[src/rtl/axis_rr_arbiter.sv]
// ---------------------------------------------------------------------------
// axis_rr_arbiter
//   Packet-level round-robin merge of N_SRC AXI-Stream sources onto one
//   AXI-Stream master. A grant is taken in IDLE, held for a whole packet
//   (through source stalls, no pre-emption) and released on the accepted
//   TLAST beat. The next search then starts one past the source that just
//   finished. The merged beat sits in a single output register.
//
// Ports
//   ACLK, ARESETn        clock, asynchronous active-low reset
//   S_TVALID/S_TREADY    per-source handshake (N_SRC bits)
//   S_TDATA/TKEEP/TLAST/TUSER/TDEST
//                        per-source beat fields, source i in slice i
//   M_TVALID/M_TREADY    merged handshake
//   M_TDATA/TKEEP/TLAST/TUSER/TDEST
//                        merged beat fields (registered)
//   M_TID                index of the source that supplied the beat
//   BUSY                 high while a grant is held
//   PKT_CNT              completed packets forwarded (wraps at 16 bits)
// ---------------------------------------------------------------------------
module axis_rr_arbiter #(
  parameter int DATA_WIDTH = 16,
  parameter int N_SRC      = 4
) (
  input  logic                              ACLK,
  input  logic                              ARESETn,
  input  logic [N_SRC-1:0]                  S_TVALID,
  output logic [N_SRC-1:0]                  S_TREADY,
  input  logic [N_SRC*DATA_WIDTH-1:0]       S_TDATA,
  input  logic [N_SRC*(DATA_WIDTH/8)-1:0]   S_TKEEP,
  input  logic [N_SRC-1:0]                  S_TLAST,
  input  logic [N_SRC*2-1:0]                S_TUSER,
  input  logic [N_SRC*8-1:0]                S_TDEST,
  output logic                              M_TVALID,
  input  logic                              M_TREADY,
  output logic [DATA_WIDTH-1:0]             M_TDATA,
  output logic [DATA_WIDTH/8-1:0]           M_TKEEP,
  output logic                              M_TLAST,
  output logic [1:0]                        M_TUSER,
  output logic [7:0]                        M_TDEST,
  output logic [$clog2(N_SRC)-1:0]          M_TID,
  output logic                              BUSY,
  output logic [15:0]                       PKT_CNT
);

  localparam int KEEP_W = DATA_WIDTH / 8;
  localparam int ID_W   = $clog2(N_SRC);

  typedef enum logic {
    IDLE = 1'b0,
    PASS = 1'b1
  } state_t;

  state_t              state;
  logic [ID_W-1:0]     grant;
  logic [ID_W-1:0]     rr_ptr;
  logic [15:0]         pkt_cnt;

  logic                m_tvalid_q;
  logic [DATA_WIDTH-1:0] m_tdata_q;
  logic [KEEP_W-1:0]   m_tkeep_q;
  logic                m_tlast_q;
  logic [1:0]          m_tuser_q;
  logic [7:0]          m_tdest_q;
  logic [ID_W-1:0]     m_tid_q;

  logic                pick_vld;
  logic [ID_W-1:0]     pick_idx;
  logic                out_free;
  logic                accept;
  logic [ID_W-1:0]     ptr_after;

  logic                  sel_vld;
  logic [DATA_WIDTH-1:0] sel_data;
  logic [KEEP_W-1:0]     sel_keep;
  logic                  sel_last;
  logic [1:0]            sel_user;
  logic [7:0]            sel_dest;

  // Rotated priority search. Walking the offsets downwards lets the smallest
  // offset from rr_ptr overwrite any larger one, giving "first at or after".
  always_comb begin
    int cand;
    cand     = 0;
    pick_vld = 1'b0;
    pick_idx = rr_ptr;
    for (int k = N_SRC - 1; k >= 0; k--) begin
      cand = int'(rr_ptr) + k;
      if (cand >= N_SRC) cand = cand - N_SRC;
      if (S_TVALID[ID_W'(cand)]) begin
        pick_vld = 1'b1;
        pick_idx = ID_W'(cand);
      end
    end
  end

  // Field mux for the granted source
  always_comb begin
    sel_vld  = 1'b0;
    sel_data = '0;
    sel_keep = '0;
    sel_last = 1'b0;
    sel_user = '0;
    sel_dest = '0;
    for (int i = 0; i < N_SRC; i++) begin
      if (grant == ID_W'(i)) begin
        sel_vld  = S_TVALID[i];
        sel_data = S_TDATA[i*DATA_WIDTH +: DATA_WIDTH];
        sel_keep = S_TKEEP[i*KEEP_W +: KEEP_W];
        sel_last = S_TLAST[i];
        sel_user = S_TUSER[i*2 +: 2];
        sel_dest = S_TDEST[i*8 +: 8];
      end
    end
  end

  // The output register can take a beat when empty or draining this cycle.
  assign out_free  = ~m_tvalid_q | M_TREADY;
  assign accept    = (state == PASS) & out_free & sel_vld;
  assign ptr_after = (grant == ID_W'(N_SRC - 1)) ? '0 : grant + 1'b1;

  always_comb begin
    S_TREADY = '0;
    for (int i = 0; i < N_SRC; i++) begin
      S_TREADY[i] = (state == PASS) & out_free & (grant == ID_W'(i));
    end
  end

  always_ff @(posedge ACLK or negedge ARESETn) begin
    if (!ARESETn) begin
      state      <= IDLE;
      grant      <= '0;
      rr_ptr     <= '0;
      pkt_cnt    <= '0;
      m_tvalid_q <= 1'b0;
      m_tdata_q  <= '0;
      m_tkeep_q  <= '0;
      m_tlast_q  <= 1'b0;
      m_tuser_q  <= '0;
      m_tdest_q  <= '0;
      m_tid_q    <= '0;
    end else begin
      case (state)
        IDLE: begin
          if (pick_vld) begin
            grant <= pick_idx;
            state <= PASS;
          end
        end
        PASS: begin
          // Dropping to IDLE on TLAST forces one arbitration cycle between
          // packets, so the rotated pointer is always honoured.
          if (accept && sel_last) begin
            state   <= IDLE;
            rr_ptr  <= ptr_after;
            pkt_cnt <= pkt_cnt + 16'd1;
          end
        end
        default: state <= IDLE;
      endcase

      if (accept) begin
        m_tvalid_q <= 1'b1;
        m_tdata_q  <= sel_data;
        m_tkeep_q  <= sel_keep;
        m_tlast_q  <= sel_last;
        m_tuser_q  <= sel_user;
        m_tdest_q  <= sel_dest;
        m_tid_q    <= grant;
      end else if (M_TREADY) begin
        m_tvalid_q <= 1'b0;
      end
    end
  end

  assign M_TVALID = m_tvalid_q;
  assign M_TDATA  = m_tdata_q;
  assign M_TKEEP  = m_tkeep_q;
  assign M_TLAST  = m_tlast_q;
  assign M_TUSER  = m_tuser_q;
  assign M_TDEST  = m_tdest_q;
  assign M_TID    = m_tid_q;
  assign BUSY     = (state == PASS);
  assign PKT_CNT  = pkt_cnt;

endmodule

[config.mk]
export PLATFORM = sky130hd
export DESIGN_NAME = axis_rr_arbiter
export DESIGN_NICKNAME = d
export VERILOG_FILES = /design/src/rtl/axis_rr_arbiter.sv
export SDC_FILE = /design/constraint.sdc
export NUM_CORES = 1
export LEC_CHECK = 0
export ABC_AREA = 1
export CAP_MARGIN = 20
export CELL_PAD_IN_SITES_DETAIL_PLACEMENT = 0
export CELL_PAD_IN_SITES_GLOBAL_PLACEMENT = 1
export CORE_MARGIN = 1
export CORE_UTILIZATION = 24
export DETAILED_ROUTE_END_ITERATION = 7
export GPL_TIMING_DRIVEN = 0
export PLACE_DENSITY = 0.74
export SLEW_MARGIN = 20
export SYNTH_ARGS = -nofsm -noshare
export SYNTH_HDL_FRONTEND = slang
export SYNTH_SLANG_ARGS = --single-unit
export TNS_END_PERCENT = 100
[constraint.sdc]
create_clock -name ACLK -period 1.6 [get_ports ACLK]
set_input_delay 0.16 -clock ACLK [delete_from_list [all_inputs] [get_ports ACLK]]
set_output_delay 0.16 -clock ACLK [all_outputs]
set_load 0.03 [all_outputs]
Word level (Yosys, flattened, before mapping)
Index checks and enable logic that the tools add are counted.
{"block": "word_totals", "regBits": 53, "latch_bits": 0, "ramBits": 0, "romBits": 0, "input_bits": 123, "wordCells": 99, "n_memories": 0}
{"block": "op_classes", "n_addsub": 9, "mul": 0, "div_mod_pow": 0, "order_cmp": 8, "eq_ne": 3, "shift": 0, "n_mux": 54, "n_bitwise": 9, "n_reduce_logical": 5}
{"op": "2-to-1 mux 16 bit", "count": 4}
{"op": "2-to-1 mux 2 bit", "count": 17}
{"op": "2-to-1 mux 8 bit", "count": 4}
{"op": "2-to-1 mux 1 bit", "count": 24}
{"op": "adder 16 x 1 -> 16 bit (second input constant)", "count": 1}
{"op": "less-than comparator 2 x 4 -> 1 bit (second input constant)", "count": 4}
{"op": "greater-or-equal comparator 3 bit (second input constant)", "count": 3}
{"op": "binary-select mux 1 bit (select 2 bit)", "count": 4}
{"op": "subtractor 2 x 1 -> 2 bit (second input constant)", "count": 4}
{"op": "adder 2 x 2 -> 3 bit (second input constant)", "count": 2}
{"op": "bitwise AND 1 bit", "count": 6}
{"op": "equality test 2 bit (second input constant)", "count": 2}
{"op": "AND reduction 2 bit", "count": 2}
{"op": "adder 2 x 1 -> 3 bit (second input constant)", "count": 1}
{"op": "greater-or-equal comparator 2 x 3 -> 1 bit (second input constant)", "count": 1}
{"op": "adder 2 x 1 -> 2 bit (second input constant)", "count": 1}
{"op": "equality test 2 x 1 -> 1 bit (second input constant)", "count": 1}
{"op": "zero test 2 bit", "count": 1}
{"op": "inverter 1 bit", "count": 2}
{"op": "one-hot mux 1 bit (2 select lines)", "count": 1}
{"op": "nonzero test 2 bit", "count": 1}
{"op": "logical AND 1 bit", "count": 1}
{"op": "bitwise OR 1 bit", "count": 1}

Logic depth before layout (Yosys ltp)
{"block": "depth", "ltp_word": 12, "depth_mapped": 14}

Worst setup path before layout
No wires, ideal clock.
{"block": "synth_path", "path_type": "flip-flop to output port", "startpoint": "register grant[0]", "endpoint": "output S_TREADY[2]", "t_arrival_ns": 1.497, "required_time_ns": 1.440, "path_slack_ns": -0.057, "path_stages_with_launch": 7, "cell_sequence": "dfrtp_1 > inv_1 > ha_1 > inv_2 > clkbuf_1 > buf_2 > nor2_1"}
{"block": "synth_between", "elab_chain_len": 2}
{"item": "from (decl)", "line": "55", "text": "logic [ID_W-1:0] grant;"}
{"item": "from (signal assigned)", "line": "146", "text": "grant <= pick_idx;"}
{"item": "equality test 2 bit", "line": "125", "text": "S_TREADY[i] = (state == PASS) & out_free & (grant == ID_W'(i));"}
{"item": "bitwise AND 1 bit", "line": "125"}
{"item": "to (decl)", "line": "28", "text": "output logic [N_SRC-1:0] S_TREADY,"}
Every way passes these cells.

Worst setup path in the final report
{"block": "layout_path", "startpoint": "register grant[0]", "endpoint": "register m_tdata_q[13] (netlist: M_TDATA[13])"}
{"block": "layout_between", "elab_chain_len": 6, "elab_cells_between_ends": 13, "classes_between": "eq/ne (3); mux (8); bitwise (1); reduce/logical (1)"}
{"item": "zero test 2 bit", "line": "106", "text": "if (grant == ID_W'(i)) begin"}
{"item": "2-to-1 mux 1 bit (4 in a row)", "line": "106"}
{"item": "bitwise AND 1 bit", "line": "119", "text": "assign accept = (state == PASS) & out_free & sel_vld;"}
{"item": "to (signal assigned)", "line": "164", "text": "m_tdata_q <= sel_data;"}
{"item": "to (decl)", "line": "60", "text": "logic [DATA_WIDTH-1:0] m_tdata_q;"}
Several ways; a longest one is shown, not always the timed one.
A chain may end at the register's enable or synchronous reset.

==> results.py <==
metrics = {
    "outcome": {
        "status": "finished with violations",
        "violations": "negative setup slack",
    },
    "route": {
        "detail-route-antenna-nets": 0,
        "drt_iter0_drc": 162,
        "route.detailed.drc": 0,
        "drtPass1Iterations": 4,
        "drt-total-wl_um": 13600,
        "detail_route.vias_per_cell": 4.46,
        "dr_total_vias": 4187,
        "routedWlPerCell_um": 14.5,
    },
    "hold_path": {
        "min_path_type": "input port to asynchronous set/reset pin",
    },
    "power_and_ir_drop": {
        "ir_drop_v": 0.000812,
        "cellPowerDensity_nw_per_um2": 1850,
        "seq_power_share_pct": 18.7,
        "p_sw_share_pct": 47.4,
        "power_frac_comb_pct": 69.4,
        "clockPowerShare_pct": 11.9,
        "power_switching_w": 0.00554,
        "internal-power_w": 0.00615,
        "leakagePower_nw": 3.10,
    },
    "cts": {
        "cts_buffer_depth": 2,
        "cts_tree": "built",
        "cts_made_buffers": 5,
        "clock-root-buffer": "clkbuf_16",
        "clkSlewWorstSetupHoldPaths_ns": 0.07,
        "clkSinkCount": 53,
        "clkLatencyLatePin_ns": 0.30,
        "h-tree-depth": 2,
    },
    "sta": {
        "tightest_slew_ns": 0.703,
        "finClkSkew_ns": 0.00184,
        "max_freq_mhz": 569,
        "maxSlewViolCount": 0,
        "hold_viol_final": 0,
        "setup_viol": 53,
        "fin_crit_ns": 1.76,
        "rsz0062_at_grt": "yes",
        "period_share_pct": 110,
        "max_slew_margin_pct": 53.1,
        "setup_slack_ns": -0.158,
    },
    "critical_path": {
        "worstPathArrival_ns": 1.95,
        "cpPeakStageDelay_ns": 0.46,
        "cp_top_family": "buffers and inverters",
        "crit_path_frequent_cell": "nand2_2",
        "start_kind": "flop",
        "worstPathMaxFanout": 8,
        "crit_type": "flop to flop",
        "path_buf_inv": 4,
        "cp_cell_sequence": "ha_1 -> buf_6 -> a21oi_1 -> nand2_2 -> nand2_4 -> inv_4 -> buf_8 -> clkbuf_16 -> nand2_2 -> nand2_1",
        "cpMaxStageDelayCell": "dfrtp_2",
        "cp.required_ns": 1.79,
        "endpoint_kind": "flop",
    },
    "layout": {
        "area_growth_syn_to_layout_pct": 77.8,
        "fin_cells": 939,
        "postLayoutCoreUtil_pct": 43.6,
        "finalNetCount": 882,
        "multi_input_area_um2": 2200,
        "drive_gt1_share_pct": 17.0,
        "regArea_um2": 1330,
        "fill_cells": 1463,
        "finalInstanceArea_um2": 6310,
        "insertedDiodeCount": 0,
    },
    "grt": {
        "grt_pass1_vias": 3957,
        "grt-ovfl-total": 0,
        "grt_start_max_net_pins": 54,
        "grt_pass1_wl_um": 19800,
        "antenna_found_initial": 0,
        "grt_util_all_layers_pct": 17.0,
    },
    "synth": {
        "yosysUniqueCellTypes": 27,
        "ys_seq_area_share_pct": 37.4,
        "syn_inst": 555,
        "synth.net_count": 683,
        "syn-cell-area_um2": 3550,
        "ys_warn_count": 0,
        "avgSynthCellArea_um2": 6.40,
        "yosys_register_bits": 53,
    },
    "floorplan": {
        "die_h_um": 124,
        "start_util_pct": 24.5,
        "die-area_um2": 15300,
        "rows": 44,
        "coreArea_um2": 14500,
        "io_pins": 176,
        "die_w_um": 124,
    },
    "run": {
        "maxCapViolCount": 0,
    },
    "placement": {
        "io_buffers": 175,
        "dpl.hpwl_um": 10100,
        "place_congestion": 0.842,
        "place_area_um2": 5540,
        "place_inst": 914,
    },
}
-- synthesized netlist by cell type --
library cell / number / area share (%)
a32oi_1: 1 / 0.25
inv_1: 27 / 2.9
buf_4: 3 / 0.63
nor3_1: 5 / 0.70
nand3b_1: 1 / 0.21
nor2_1: 16 / 1.7
buf_6: 3 / 0.95
nor3_2: 1 / 0.28
and2_1: 1 / 0.18
xor2_1: 11 / 2.7
nor2_2: 1 / 0.18
buf_2: 15 / 2.1
nand2_4: 1 / 0.32
nand4_1: 2 / 0.35
clkbuf_1: 7 / 0.74
dfrtp_1: 53 / 37
xnor2_1: 1 / 0.25
inv_2: 4 / 0.42
a22oi_2: 1 / 0.35
ha_1: 5 / 1.8
o21ai_0: 56 / 7.9
nand2_1: 291 / 31
nor2_4: 1 / 0.32
nand3_1: 10 / 1.4
o21ai_1: 5 / 0.70
buf_1: 1 / 0.11
a21oi_1: 32 / 4.5
-- layer usage --
layer | GRT usage, % | share of wire (%)
met1 | 19.7 | 42
met4 | 4.37 | 0.86
met5 | 0 | 0
met3 | 5.08 | 9.2
met2 | 30.4 | 48
-- state kept, by name, indices dropped and copies added (netlist names) --
register / flops
BUSY: 1
M_TDATA: 16
M_TDEST: 8
M_TID: 2
M_TKEEP: 2
M_TLAST: 1
M_TUSER: 2
M_TVALID: 1
PKT_CNT: 16
grant: 2
rr_ptr: 2
-- power groups by stage --
stage / registers, W / logic (W) / clock network, W
3_3_place_gp: 0.00218 / 0.00638 / 0
2_1_floorplan: 0.00296 / 0.00328 / 0
3_5_place_dp: 0.00220 / 0.00642 / 0
4_1_cts: 0.00219 / 0.00715 / 0.00144
5_1_grt: 0.00226 / 0.00890 / 0.00149
6_report: 0.00218 / 0.00811 / 0.00139
-- layout make-up --
type | instances | share of cell area [%]
inverters | 31 | 2.00
clock inverters | 3 | 1.03
well taps | 184 | 3.65
clock buffers | 5 | 1.98
plain buffers | 29 | 4.56
repair buffers | 191 | 30.9
flip-flops and latches | 53 | 21.0
multi-input cells | 443 | 34.8
-- worst paths after layout --
| check | start | end | slack (ns) | cells after the start |
|---|---|---|---|---|
| worst max register to register | grant[0] | M_TDATA[13] | -0.16 | 10 |
| max in group asynchronous | ARESETn | grant[0] | 0.64 | 2 |
| worst max-delay path | grant[0] | M_TDATA[13] | -0.16 | 10 |
| worst min-delay path | ARESETn | M_TDEST[3] | 0.45 | 2 |
| worst min register to register | M_TUSER[0] | M_TUSER[0] | 0.47 | 2 |
| min in group ACLK | M_TUSER[0] | M_TUSER[0] | 0.47 | 2 |
-- layout by cell type, fill, tap and decap left out, types with 10 or more instances in the layout --
cell / instances
xor2_1: 11
buf_4: 17
nand2_2: 42
o21ai_1: 21
nand2_1: 241
dfrtp_1: 52
nor2_1: 14
inv_1: 23
clkdlybuf4s50_1: 155
a21oi_1: 30
nand3_1: 10
buf_6: 11
o21ai_0: 39
nand2_4: 10
-- metrics by stage --
step	hold WS (ns)	setup TNS [ns]	power, W	setup WS, ns
2_1_floorplan	-0.136	-0.0415	0.00624	-0.00255
3_3_place_gp	0.461	-85.30	0.00856	-1.32
3_5_place_dp	0.251	-16.99	0.00862	-0.815
4_1_cts	0.478	-6.97	0.0108	-0.192
5_1_grt	0.493	-14.09	0.0126	-0.310
6_report	0.450	-6.58	0.0117	-0.158
-- repair_timing --
item,4_1_cts,5_1_grt
pin swaps,7,31
hold buffers,1,0
endpoints found under the setup margin,61,60
setup buffers,9,2
endpoints found under the hold margin,53,0
cloned,2,3
gates resized for setup,92,91
-- logic make-up (layout without fill, tap and decap cells) --
group                    count (synthesis)  count (layout)  synth area share (%)
AND/OR/NAND/NOR                        330             331                  36.4
XOR/XNOR                                12              12                  2.96
flip-flops                              53              53                  37.4
buffers and inverters                   60             259                  7.82
adder cells (fa/ha/maj)                  5               5                  1.76
AO/OA/AOI/OAI                           95              95                  13.7
(Power assumes the default switching activity.)
